<file path="config.mk">
export PLATFORM = sky130hd
export DESIGN_NAME = dmem_arbiter
export DESIGN_NICKNAME = d
export VERILOG_FILES = /design/src/rtl/dmem_arbiter.sv
export SDC_FILE = /design/constraint.sdc
export NUM_CORES = 1
export LEC_CHECK = 0
export BUFFER_PORTS_ARGS = -buffer_cell sky130_fd_sc_hd__buf_2
export CAP_MARGIN = 0
export CORE_AREA = 2 2 118 120
export CTS_CLUSTER_SIZE = 25
export DETAILED_ROUTE_END_ITERATION = 6
export DIE_AREA = 0 0 120 122
export GPL_TIMING_DRIVEN = 0
export PLACE_DENSITY = 0.74
export SLEW_MARGIN = 20
export SYNTH_ARGS = -nofsm -noshare
export SYNTH_HDL_FRONTEND = slang
export SYNTH_SLANG_ARGS = --single-unit
</file>
<file path="constraint.sdc">
create_clock -name clk -period 5.54 [get_ports clk]
set_input_delay 1.662 -clock clk [delete_from_list [all_inputs] [get_ports clk]]
set_output_delay 1.662 -clock clk [all_outputs]
set_load 0.005 [all_outputs]
</file>
<file path="src/rtl/dmem_arbiter.sv">
// Two-port arbiter/sequencer in front of a word-access, byte-addressed data memory.
// One grant at a time: range check, a single memory strobe cycle, then a one-cycle ack.
module dmem_arbiter #(
  parameter int ADDR_LIMIT  = 256,
  parameter bit ROUND_ROBIN = 1'b1
) (
  input  logic        clk,
  input  logic        reset,
  input  logic        r0_req,
  input  logic        r0_we,
  input  logic [31:0] r0_addr,
  input  logic [31:0] r0_wdata,
  output logic        r0_ack,
  output logic        r0_err,
  output logic [31:0] r0_rdata,
  input  logic        r1_req,
  input  logic        r1_we,
  input  logic [31:0] r1_addr,
  input  logic [31:0] r1_wdata,
  output logic        r1_ack,
  output logic        r1_err,
  output logic [31:0] r1_rdata,
  output logic [31:0] mem_addr,
  output logic [31:0] mem_wdata,
  output logic        mem_read,
  output logic        mem_write,
  input  logic [31:0] mem_rdata
);
  typedef enum logic [1:0] {IDLE, ACCESS, RESP, ERR} state_t;

  localparam logic [31:0] LAST_ADDR = 32'(ADDR_LIMIT - 4);

  state_t           r_state, w_state_next;
  logic             r_gnt, w_gnt_next;
  logic             r_last_grant, w_last_grant_next;
  logic             r_we, w_we_next;
  logic [1:0]       r_ack, w_ack_next;
  logic [1:0]       r_err, w_err_next;
  logic [1:0][31:0] r_rdata, w_rdata_next;
  logic [31:0]      r_mem_addr, w_mem_addr_next;
  logic [31:0]      r_mem_wdata, w_mem_wdata_next;
  logic             r_mem_read, w_mem_read_next;
  logic             r_mem_write, w_mem_write_next;

  logic [1:0]       w_req;
  logic [1:0]       w_we_in;
  logic [1:0][31:0] w_addr_in;
  logic [1:0][31:0] w_wdata_in;
  logic             w_pick;
  logic             w_legal;

  assign w_req      = {r1_req, r0_req};
  assign w_we_in    = {r1_we, r0_we};
  assign w_addr_in  = {r1_addr, r0_addr};
  assign w_wdata_in = {r1_wdata, r0_wdata};

  // On contention, round robin favours the port that did not win last time.
  always_comb begin
    if (w_req == 2'b11) w_pick = ROUND_ROBIN ? ~r_last_grant : 1'b0;
    else                w_pick = w_req[1];
  end

  assign w_legal = (w_addr_in[w_pick] <= LAST_ADDR);

  always_comb begin
    w_state_next      = r_state;
    w_gnt_next        = r_gnt;
    w_last_grant_next = r_last_grant;
    w_we_next         = r_we;
    w_ack_next        = '0;
    w_err_next        = '0;
    w_rdata_next      = r_rdata;
    w_mem_addr_next   = r_mem_addr;
    w_mem_wdata_next  = r_mem_wdata;
    w_mem_read_next   = 1'b0;
    w_mem_write_next  = 1'b0;
    case (r_state)
      IDLE: begin
        if (|w_req) begin
          w_gnt_next        = w_pick;
          w_last_grant_next = w_pick;
          w_we_next         = w_we_in[w_pick];
          if (w_legal) begin
            w_state_next     = ACCESS;
            w_mem_addr_next  = w_addr_in[w_pick];
            w_mem_wdata_next = w_wdata_in[w_pick];
            w_mem_read_next  = ~w_we_in[w_pick];
            w_mem_write_next = w_we_in[w_pick];
          end else begin
            // Illegal address: answer immediately, memory is never strobed.
            w_state_next         = ERR;
            w_ack_next[w_pick]   = 1'b1;
            w_err_next[w_pick]   = 1'b1;
          end
        end
      end
      ACCESS: begin
        w_state_next      = RESP;
        w_ack_next[r_gnt] = 1'b1;
        if (!r_we) w_rdata_next[r_gnt] = mem_rdata;
      end
      RESP:    w_state_next = IDLE;
      ERR:     w_state_next = IDLE;
      default: w_state_next = IDLE;
    endcase
  end

  always_ff @(posedge clk) begin
    if (reset) begin
      r_state      <= IDLE;
      r_gnt        <= 1'b0;
      r_last_grant <= 1'b1;
      r_we         <= 1'b0;
      r_ack        <= '0;
      r_err        <= '0;
      r_rdata      <= '0;
      r_mem_addr   <= '0;
      r_mem_wdata  <= '0;
      r_mem_read   <= 1'b0;
      r_mem_write  <= 1'b0;
    end else begin
      r_state      <= w_state_next;
      r_gnt        <= w_gnt_next;
      r_last_grant <= w_last_grant_next;
      r_we         <= w_we_next;
      r_ack        <= w_ack_next;
      r_err        <= w_err_next;
      r_rdata      <= w_rdata_next;
      r_mem_addr   <= w_mem_addr_next;
      r_mem_wdata  <= w_mem_wdata_next;
      r_mem_read   <= w_mem_read_next;
      r_mem_write  <= w_mem_write_next;
    end
  end

  assign r0_ack    = r_ack[0];
  assign r1_ack    = r_ack[1];
  assign r0_err    = r_err[0];
  assign r1_err    = r_err[1];
  assign r0_rdata  = r_rdata[0];
  assign r1_rdata  = r_rdata[1];
  assign mem_addr  = r_mem_addr;
  assign mem_wdata = r_mem_wdata;
  assign mem_read  = r_mem_read;
  assign mem_write = r_mem_write;
endmodule

</file>
==> results.toml <==
[setup_path]
arrival_ns = 3.42
critical_path.cell_chain = "clkbuf_1 > clkbuf_1 > clkbuf_1 > clkbuf_1 > nor2_1"
cp-start-kind = "input pin"
cpMostUsedCell = "clkbuf_1"
worst_setup_path_end_kind = "flip-flop"
required_ns = 5.82
reg2reg_depth = 5
rrSetupSlack_ns = 3.69
r2r-end = "r1_rdata[29]"
crit_buf_inv = 4
cp_slowest_cell = "clkbuf_1"
crit_family = "buffers and inverters"
setup.worst_path.class = "input pin to flip-flop"
rr_startpoint = "r_state[0]"
max_stage_delay_ns = 0.47
path_max_fanout = 10

[clocking]
holdBufCountCts = 0
clk_pin_slew_ns = 0.06
cts_setup_buffers = 0
cts.sinks = 139
htree_levels = 4
cts_root_buffer = "clkbuf_16"
clock_path_buffers = 2
cts_resized = 0
clk_latency_ns = 0.41
cts_tree = "yes"
cts_buffers = 17

[route]
via_per_inst = 4.79
avgRoutedWirePerCell_um = 14.0
ant_nets = 0
vias = 5604
firstDrtPassIters = 4
drtIter0Drc = 303
drc = 0
wl_um = 16400

[yosys]
ys_seq_area_share_pct = 50.1
synth_edf_count = 0
yosys_most_used_dff = "dfxtp_1"
synth_nets = 827
syn_avg_cell_area_um2 = 8.40
netlist_instances = 661
ys_types = 28
synth_area_um2 = 5550
synth_seq_cells = 139
async_flop_share_pct = 0
yosysWarnings = 0

[placed_design]
place.gp.congestion = 0.925
dp_hpwl_um = 12600
portBuffers = 298
place_ws_ns = 1.91
dpl.cell_count = 1139

[sta]
hold_violations = 0
slew_viol_final = 0
finalCriticalPeriod_ns = 3.14
max_freq_mhz = 318
fin_ws_ns = 2.40
finClkSkew_ns = 0.00564
relSlewSlack_pct = 56.9
setup_violations = 0
rsz0062_at_grt = "false"
tightest_slew_ns = 0.642
post-route-period-util_pct = 56.7
setup_tns_ns = 0

[final_layout]
fin_nets = 1144
final_layout_size_suffix_gt1_share_pct = 35.2
syn_to_final_growth_pct = 42.2
final_cells = 1171
diodes = 0

[floorplan]
die_w_um = 120
chipHeight_um = 122
rows = 43
die-area_um2 = 14600
io_pins = 300
start_util_pct = 41.1
core_area_um2 = 13500

[global_routing]
grt_pass1_wl_um = 25500
first_global_vias = 5290
antenna_found_initial = 0
grt_max_degree = 17
grtUsageTotal_pct = 22.4
overflow = 0

[status]
outcome = "completed"

[pwr]
power.leakage_nw = 3.92
cellPowerDensity_nw_per_um2 = 308
max-vdd-ir-drop_uv = 175

[worst_hold_path]
min_from = "r0_rdata[3]"
hold_depth = 2
hold_end = "r0_rdata[3]"
hold_class = "flip-flop to flip-flop"

[run]
maxCapViolCount = 0
## tightest hold or removal path: cells and delay by family, from the launching register on
| family | cells | cell delay [ns] |
|---|---|---|
| simple gates | 1 | 0.05 |
| flops | 1 | 0.30 |
| compound gates | 1 | 0.05 |
## worst max-delay path by stage
| stage | end | slack, ns | cells past startpoint | from |
|---|---|---|---|---|
| 4_1_cts | r_gnt | 2.34 | 5 | reset |
| 2_1_floorplan | mem_addr[10] | 2.57 | 6 | r0_addr[20] |
| 3_5_place_dp | r_gnt | 1.91 | 5 | reset |
| 6_report | r_gnt | 2.40 | 5 | reset |
| 3_3_place_gp | r_gnt | 1.96 | 5 | reset |
| 5_1_grt | r_gnt | 2.21 | 5 | reset |
## layer usage
metal	up-vias	share of wire, %	routed length, um	GRT usage, %
li1	2815	-	-	-
met1	2533	42	6890	26.2
met2	214	48	7940	38.1
met3	42	5.9	971	5.10
met4	0	3.6	598	12.1
met5	-	0	0	0
## through the flow
stage | instance area [um^2] | util [%] | hold WS [ns] | power [mW]
2_1_floorplan | 5550 | - | 0.453 | 1.16
3_3_place_gp | 7270 | 53.8 | 0.437 | 1.27
3_5_place_dp | 7270 | 53.8 | 0.439 | 1.27
4_1_cts | 7900 | 58.5 | 0.452 | 2.46
5_1_grt | 7900 | 58.5 | 0.462 | 2.52
6_report | 7900 | 58.5 | 0.450 | 2.44
## sequential cells by signal, indices dropped and copies added, names as in the netlist
| register | flops |
|---|---|
| mem_read | 1 |
| r_state | 2 |
| r0_rdata | 32 |
| r_ack | 2 |
| mem_addr | 32 |
| r_err | 2 |
| r1_rdata | 32 |
| mem_wdata | 32 |
| mem_write | 1 |
| r_gnt | 1 |
| r_last_grant | 1 |
| r_we | 1 |
## final cells by class
type | instances | area [um^2]
multi-input combinational | 478 | 2570
clock inverter | 11 | 158
buffer | 43 | 198
clock buffer | 21 | 470
tap | 180 | 225
sequential | 139 | 2780
fill | 1269 | 5610
timing repair buffer | 298 | 1490
inverter | 1 | 3.75
## Yosys cell counts (all sizes together) (4+ instances only)
cell type / instances / area (um^2)
buf: 9 / 70.1
nor4: 15 / 124
nand2: 131 / 492
mux2i: 41 / 410
and2: 24 / 150
a21oi: 70 / 350
nor2: 92 / 355
dfxtp: 139 / 2780
o211ai: 4 / 30.0
nor3: 5 / 35.0
nand2b: 42 / 263
clkbuf: 34 / 128
or3: 41 / 257
nand4: 4 / 25.0
## power breakdown
group	total, mW	internal (mW)	switching [mW]
logic	0.217	0.0997	0.118
clock network	1.19	0.751	0.438
registers	1.03	1.02	0.0109
total	2.44	1.87	0.567
## logic make-up (layout without fill, tap and decap cells)
group	count (synthesis)	after routing	share of synthesized area, %
compound gates	79	79	7.71
buf+inv	44	374	3.63
flops	139	139	50.1
mux	41	41	7.39
simple gates	358	358	31.2
## cells in the final DEF (no fill, tap or decap), drive strengths merged, types with 3 or more instances in the layout
cell type    n
nand4        4
or3         41
clkinv       3
nand2b      42
nor2        92
mux2i       41
clkbuf      55
buf        307
a21oi       70
nand2      131
o211ai       4
dfxtp      139
and2        24
inv          4
nor4        15
nor3         5
bufinv       3
Note: power is estimated with default switching activity, not from simulation.
